$ cat src/rtl/serial_adder.sv
// serial_adder
//
// Bit-serial WIDTH-bit unsigned adder. A single full-adder slice is reused
// over WIDTH clock cycles, LSB first. A start/busy/done handshake launches
// an operation and reports completion. The result registers hold the last
// completed result until the next operation completes.
//
// Optional feature macro: OVERFLOW_FLAG_EN
//   When defined, adds output ovf, the signed two's-complement overflow of
//   the last completed addition.
//
// Ports:
//   clk    in   1      system clock, rising edge
//   rst_n  in   1      asynchronous active-low reset
//   start  in   1      request, sampled only while idle
//   a      in   WIDTH  operand A, captured on accepted start
//   b      in   WIDTH  operand B, captured on accepted start
//   cin    in   1      carry-in, captured on accepted start
//   busy   out  1      high while bits are being processed
//   done   out  1      one-cycle completion pulse
//   sum    out  WIDTH  last completed sum
//   cout   out  1      last completed carry-out
//   ovf    out  1      last completed signed overflow (OVERFLOW_FLAG_EN only)

module serial_adder #(
  parameter int WIDTH = 8
) (
  input  logic             clk,
  input  logic             rst_n,
  input  logic             start,
  input  logic [WIDTH-1:0] a,
  input  logic [WIDTH-1:0] b,
  input  logic             cin,
  output logic             busy,
  output logic             done,
  output logic [WIDTH-1:0] sum,
`ifdef OVERFLOW_FLAG_EN
  output logic             cout,
  output logic             ovf
`else
  output logic             cout
`endif
);

  localparam int CW = $clog2(WIDTH);

  typedef enum logic [1:0] {
    IDLE  = 2'd0,
    SHIFT = 2'd1,
    DONE  = 2'd2
  } state_t;

  state_t           state;
  state_t           state_next;

  logic [WIDTH-1:0] a_sh;
  logic [WIDTH-1:0] b_sh;
  logic             carry;
  logic [WIDTH-2:0] work;
  logic [CW-1:0]    cnt;

  logic             bit_s;
  logic             bit_c;
  logic             last_bit;

  // One full-adder slice working on the current operand LSBs and the
  // running carry.
  assign bit_s    = a_sh[0] ^ b_sh[0] ^ carry;
  assign bit_c    = (a_sh[0] & b_sh[0]) | (carry & (a_sh[0] ^ b_sh[0]));
  assign last_bit = (cnt == CW'(WIDTH - 1));

  // Handshake outputs are plain decodes of the state register, so they
  // never depend combinationally on the inputs.
  assign busy = (state == SHIFT);
  assign done = (state == DONE);

  // State register. Reset drops any in-flight operation immediately.
  always_ff @(posedge clk or negedge rst_n) begin
    if (!rst_n) begin
      state <= IDLE;
    end else begin
      state <= state_next;
    end
  end

  // Next-state logic. start is only looked at while idle; a request seen
  // in SHIFT or DONE is dropped rather than queued.
  always_comb begin
    state_next = state;
    case (state)
      IDLE:    if (start) state_next = SHIFT;
      SHIFT:   if (last_bit) state_next = DONE;
      DONE:    state_next = IDLE;
      default: state_next = IDLE;
    endcase
  end

  // Datapath. Operands are captured once at acceptance and then only
  // shifted, so later changes on a/b/cin cannot disturb the operation.
  // The working register holds the lower WIDTH-1 result bits; on the
  // final bit the new sum bit is joined on top and the whole result,
  // carry and overflow are published together.
  always_ff @(posedge clk or negedge rst_n) begin
    if (!rst_n) begin
      a_sh  <= '0;
      b_sh  <= '0;
      carry <= 1'b0;
      work  <= '0;
      cnt   <= '0;
      sum   <= '0;
      cout  <= 1'b0;
`ifdef OVERFLOW_FLAG_EN
      ovf   <= 1'b0;
`endif
    end else begin
      case (state)
        IDLE: begin
          if (start) begin
            a_sh  <= a;
            b_sh  <= b;
            carry <= cin;
            work  <= '0;
            cnt   <= '0;
          end
        end
        SHIFT: begin
          a_sh  <= a_sh >> 1;
          b_sh  <= b_sh >> 1;
          carry <= bit_c;
          work  <= (WIDTH-1)'({bit_s, work} >> 1);
          cnt   <= cnt + 1'b1;
          if (last_bit) begin
            sum  <= {bit_s, work};
            cout <= bit_c;
`ifdef OVERFLOW_FLAG_EN
            // carry is the carry into the MSB, bit_c the carry out of it
            ovf  <= carry ^ bit_c;
`endif
          end
        end
        default: begin
        end
      endcase
    end
  end

endmodule

$ cat config.mk
export PLATFORM = sky130hd
export DESIGN_NAME = serial_adder
export DESIGN_NICKNAME = d
export VERILOG_FILES = /design/src/rtl/serial_adder.sv
export SDC_FILE = /design/constraint.sdc
export NUM_CORES = 1
export LEC_CHECK = 0
export CORE_MARGIN = 4
export CORE_UTILIZATION = 55
export DETAILED_ROUTE_END_ITERATION = 6
export PLACE_DENSITY = 0.91
export SETUP_SLACK_MARGIN = 0.2
export SLEW_MARGIN = 10
export SYNTH_ARGS = -nofsm -noshare
export SYNTH_HDL_FRONTEND = slang
export SYNTH_SLANG_ARGS = --single-unit
export TNS_END_PERCENT = 20
$ cat constraint.sdc
create_clock -name clk -period 3.1 [get_ports clk]
set_input_delay 0.31 -clock clk [delete_from_list [all_inputs] [get_ports clk]]
set_output_delay 0.31 -clock clk [all_outputs]
set_load 0.02 [all_outputs]
==> results of run 1 <==
==> stage by stage <==
step / worst slack [ns] / std cells
floorplan: 1.75 / 149
global placement: 1.30 / 214
detailed placement: 1.22 / 214
CTS: 0.908 / 222
global route: 0.809 / 222
finish: 0.937 / 222
==> worst min-delay path by stage <==
stage / endpoint / slack, ns
3_3_place_gp: sum[5] / 0.43
5_1_grt: b_sh[1] / 0.08
4_1_cts: sum[5] / 0.04
3_5_place_dp: sum[5] / 0.44
6_report: sum[5] / 0.02
2_1_floorplan: a_sh[0] / 0.01
==> layer usage <==
metal / track usage, % / vias to the layer above / routed length [um]
met2: 30.3 / 34 / 1690
met3: 5.80 / 11 / 179
li1: - / 610 / -
met5: 0 / - / 0
met1: 26.1 / 628 / 1630
met4: 11.3 / 0 / 114
==> sequential cells by signal, indices dropped and copies added, names as in the netlist <==
register / flops
a_sh: 8
b_sh: 8
state: 2
cnt: 3
carry: 1
cout: 1
sum: 8
work: 7
==> synthesized netlist by cell type <==
| master | n | share of area, % |
|---|---|---|
| buf_4 | 2 | 0.86 |
| inv_1 | 3 | 0.64 |
| buf_1 | 1 | 0.21 |
| nand2_8 | 1 | 1.1 |
| nand2_1 | 3 | 0.64 |
| nand2b_1 | 1 | 0.36 |
| o21ai_0 | 5 | 1.4 |
| fa_1 | 1 | 1.1 |
| mux2i_1 | 1 | 0.57 |
| and2b_1 | 1 | 0.43 |
| nand2b_4 | 1 | 0.79 |
| or2_2 | 1 | 0.36 |
| o21bai_2 | 1 | 0.64 |
| a22o_1 | 9 | 4.5 |
| o22ai_1 | 15 | 5.4 |
| buf_6 | 2 | 1.3 |
| inv_8 | 1 | 0.64 |
| mux2_4 | 9 | 7.7 |
| dfrtp_1 | 38 | 54 |
| nor2_1 | 6 | 1.3 |
| buf_2 | 5 | 1.4 |
| ha_1 | 2 | 1.4 |
| buf_8 | 1 | 0.86 |
| nor3_1 | 36 | 10 |
| o32ai_1 | 3 | 1.5 |
==> critical path, delay by kind of cell (launching register included) <==
kind	cells	cell delay, ns
buf+inv	2	0.89
flops	1	0.46
simple gates	1	0.14
==> cell families after synthesis <==
kind of cell    share of synthesized area [%]
simple gates                             15.3
compound gates                           13.5
buf+inv                                  5.94
mux                                      8.30
flops                                    54.4
fa+ha+maj                                2.58
==> final cells by class <==
type                    instances  area, um^2
flip-flops and latches         38         951
clock inverters                 3        45.0
fillers                       227         938
clock buffers                   5        37.5
well taps                      44        55.1
repair buffers                 32         310
inverters                       4        22.5
multi-input cells              96         693
==> power breakdown <==
group	total (mW)	switching, mW	leakage (nW)	internal, mW
Clock	0.341	0.172	0.0374	0.169
Sequential	0.897	0.179	0.466	0.719
Combinational	0.874	0.433	0.398	0.441
==> results.txt, run 1 <==
Outcome = finished clean
DRT Pass-1 Iters = 4
Cell area power density = 999 mW/mm^2
Global placement routability congestion = 0.786
Clock Tree Buf Depth = 2
Clk sinks = 38
IO Pins = 31
Syn_nets = 172
Largest net degree at the start of global routing = 39
Avg Cell Area, Syn = 11.7 um^2
Critical path class = flip-flop to primary output
Post-CTS Hold Buffers = 0
Sequential share of the synthesized area = 54.4%
Share of cells above drive strength 1 = 14.0%
Layout area overhead = 21.0%
Lkg Pwr = 0.901 nW
DP HPWL = 2470 um
Worst setup path endpoint = done
# resized after CTS = 0
Die footprint = 0.00414 mm^2
Total chip power = 2.11 mW
Fin Clk Skew = 0.00594 ns
Placed inst area = 0.00203 mm^2
Design Area, Final = 0.00211 mm^2
Pins Over Slew Limit = 0
FF+latch count, synth = 38
Clk pin slew, worst setup/hold paths = 0.12 ns
Routed via count = 1,283
CP startpoint kind = flip-flop
RSZ-0062 raised after global routing = false
Minimum clock period = 2.16 ns
End of the worst register-to-register path = a_sh[0]
Initial antenna violation count = 0
Final ANT Viol Nets = 0
Critical path fanouts, max = 32
Die Wd = 64.4 um
# Max-Cap Violations = 0
R2R Path Start = state[1]
Nets = 200
Synth warn = 0
Max_slew headroom = 47.0%
Remaining global-route overflow = 0
Worst Setup End Kind = primary output
# rows = 20
Worst-path cell chain = buf_4 > nor2_1 > clkdlybuf4s50_1
Wire length of the first global-routing pass = 6320 um
H-tree depth = 2
Via density = 5.78
Slowest-stage cell, CP = clkdlybuf4s50_1
Slowest stage delay, CP = 0.62 ns
Antenna Cells = 0
DR iter-0 viols = 103
Skew-Pair Late Insertion Delay = 0.36 ns
GRT Total Usage = 20.2%
Setup slack, reg-to-reg = 1.57 ns
Commonest non-fill, non-tap cell in the layout = dfrtp_1
Fmax = 0.462 GHz
CP arrival = 1.85 ns
Final core utilization = 69.3%
Final Hold Viols = 0
Tcrit/Tclk final = 69.8%
CTS root buffer = clkbuf_4
Port bufs = 30
Num CTS Buffers = 5
Core Area = 0.00305 mm^2
Post-Route Setup TNS = 0 ns
CTS tree = built
Initial Util = 57.3%
Most frequent cells in the layout = 38 x dfrtp_1, 36 x nor3_1, 29 x clkdlybuf4s50_1
Syn Inst Count = 149
Routed WL = 3610 um
Slew at the pin closest to its max-slew limit = 0.795 ns
Mapped Area = 0.00175 mm^2
Die Y-Extent = 64.4 um
Post-synthesis cell type count = 25
HP Class = primary input to async pin
Setup Buffers After CTS = 0
Drt drc = 0
Hold slack final = 0.0220 ns
R2R cell count = 3
Number of global-route vias before repair = 1,294
Setup violations, final = 0
Routed len/inst = 16.3 um
Max VDD drop = 0.547 mV
Required time of the critical path = 2.79 ns
Critical Path Source = state[0]
No activity file was read; power rests on OpenSTA's default activity.
==> run 2: changes to the inputs <==
--- a/config.mk
+++ b/config.mk
@@ -6,9 +6,9 @@
 export NUM_CORES = 1
 export LEC_CHECK = 0
 export CORE_MARGIN = 4
-export CORE_UTILIZATION = 55
+export CORE_UTILIZATION = 51
 export DETAILED_ROUTE_END_ITERATION = 6
-export PLACE_DENSITY = 0.91
+export PLACE_DENSITY = 0.86
 export SETUP_SLACK_MARGIN = 0.2
 export SLEW_MARGIN = 10
 export SYNTH_ARGS = -nofsm -noshare
==> constraint.sdc (replaced) <==
create_clock -name clk -period 2 [get_ports clk]
set_input_delay 0.2 -clock clk [delete_from_list [all_inputs] [get_ports clk]]
set_output_delay 0.2 -clock clk [all_outputs]
set_load 0.02 [all_outputs]
==> run 2 against run 1 <==
Net effect: register-to-register slack got worse by 1.1 ns; die area grew 6.9%; core utilization decreased by 0.45 points; global-route usage fell by 3.4 points; sequential power up 54%; clock skew rose by 0.0033 ns; critical path depth is the same; sequential share of layout area down 1.1 points; first-iteration DRC count down 44%; worst setup slack worse by 0.67 ns; routed wire length is 9.2% lower.
==> results.txt, run 2 (synthesis results as in run 1) <==
Outcome = finished clean
Final Hold Viols = 0
Final ANT Viol Nets = 0
Core Area = 0.00315 mm^2
Largest registers = a_sh: 8 flops, b_sh: 8 flops, sum: 8 flops
DP HPWL = 2350 um
Num CTS Buffers = 5
Clk pin slew, worst setup/hold paths = 0.10 ns
Worst Setup End Kind = primary output
IO Pins = 31
Tcrit/Tclk final = 86.6%
Drt drc = 0
Share of cells above drive strength 1 = 14.9%
Die footprint = 0.00443 mm^2
Max VDD drop = 0.768 mV
Die Y-Extent = 66.5 um
DR iter-0 viols = 58
CP startpoint kind = flip-flop
Fmax = 0.577 GHz
Lkg Pwr = 0.953 nW
Setup slack, reg-to-reg = 0.52 ns
End of the worst register-to-register path = sum[1]
Slowest-stage cell, CP = dfrtp_1
Final core utilization = 68.8%
Slew at the pin closest to its max-slew limit = 0.809 ns
Setup violations, final = 0
Hold EP = a_sh[7]
Max_slew headroom = 46.0%
# Max-Cap Violations = 0
Layout area overhead = 24.1%
CTS root buffer = clkbuf_4
Fin Clk Skew = 0.00926 ns
Initial Util = 55.4%
Int Power = 2.22 mW
Via density = 5.52
Non-filler cells, final = 225
Clock Power Share = 19.4%
Worst-path cell chain = nand2b_4 > inv_8 > dlygate4sd2_1
Required time of the critical path = 1.80 ns
Nets = 203
Setup Buffers After CTS = 0
Sequential Power Share = 40.7%
Pins Over Slew Limit = 0
DRT Pass-1 Iters = 4
Port bufs = 30
Critical path class = flip-flop to primary output
HP Class = primary input to flip-flop
Post-Route Setup TNS = 0 ns
Clock Tree Buf Depth = 2
Commonest non-fill, non-tap cell in the layout = dfrtp_1
Wire length of the first global-routing pass = 5550 um
Largest net degree at the start of global routing = 39
Switching share of power = 34.3%
Die Wd = 66.5 um
Cell area power density = 1560 mW/mm^2
Antenna Cells = 0
R2R Path Start = cnt[0]
Placed cell count = 216
Slowest stage delay, CP = 0.45 ns
Most frequent cells in the layout = 38 x dfrtp_1, 36 x nor3_1, 27 x clkdlybuf4s50_1
Total chip power = 3.38 mW
Number of fill cells = 235
Number of global-route vias before repair = 1,188
Routed via count = 1,241
GRT Total Usage = 16.8%
Minimum clock period = 1.73 ns
Worst Min Path Start = a[7]
Global placement routability congestion = 0.744
Initial antenna violation count = 0
Remaining global-route overflow = 0
Critical path fanouts, max = 17
WHS Path Cells = 3
Clk sinks = 38
Combinational Power Share = 39.9%
Sw Pwr = 1.16 mW
R2R cell count = 4
Routed len/inst = 14.6 um
# rows = 20
CTS tree = built
Design Area, Final = 0.00217 mm^2
CP arrival = 1.53 ns
Skew-Pair Late Insertion Delay = 0.33 ns
RSZ-0062 raised after global routing = true
Placed inst area = 0.00205 mm^2
Routed WL = 3280 um
H-tree depth = 2
[run 2: through the flow]
step / setup slack [ns] / hold WS [ns]
after floorplan: 0.646 / -0.0956
after global placement: 0.367 / 0.323
after detailed placement: 0.294 / 0.338
after CTS: 0.197 / 0.398
after global routing: 0.177 / 0.427
final: 0.267 / 0.417
[run 2: power by group through the flow]
stage               clock network (mW)  logic, mW  registers (mW)
finish                           0.658       1.35            1.38
global route                     0.705       1.48            1.42
CTS                              0.676       1.36            1.37
detailed placement                   0       1.36            1.39
global placement                     0       1.31            1.37
floorplan                            0      0.955            1.42
[run 2: routing by layer]
layer	share of wire (%)	GRT usage, %	vias up
met5	0	0	-
met4	1.7	8.63	0
met3	4.4	4.55	6
met2	48	24.8	32
met1	46	22.6	587
li1	-	-	616
[run 2: worst max path at each step]
stage                     startpoint       to  cells after the start
final                       state[1]     busy                      3
after global routing        state[1]     busy                      3
after CTS                   state[1]     done                      3
after detailed placement       start    carry                      5
after global placement         start  b_sh[0]                      5
after floorplan               cnt[0]     cout                      4
[run 2: final cells by class]
cell class	instances	area [um^2]	area share, %
clock buffers	6	51.3	2.36
clock inverters	2	60.1	2.77
repair buffers	35	337	15.5
well taps	44	55.1	2.54
inverters	4	22.5	1.04
flip-flops and latches	38	951	43.8
multi-input cells	96	693	31.9
[run 2: what timing repair did]
item | 4_1_cts | 5_1_grt
endpoints found under the hold margin | 38 | 0
gates resized for setup | 1 | 1
hold buffers | 1 | 0
setup endpoints to repair | 2 | 2
[run 2: worst max-delay path: cells and delay by family, from the launching register on]
family	cells	cell delay, ns
buf+inv	2	0.48
flops	1	0.45
simple gates	1	0.27
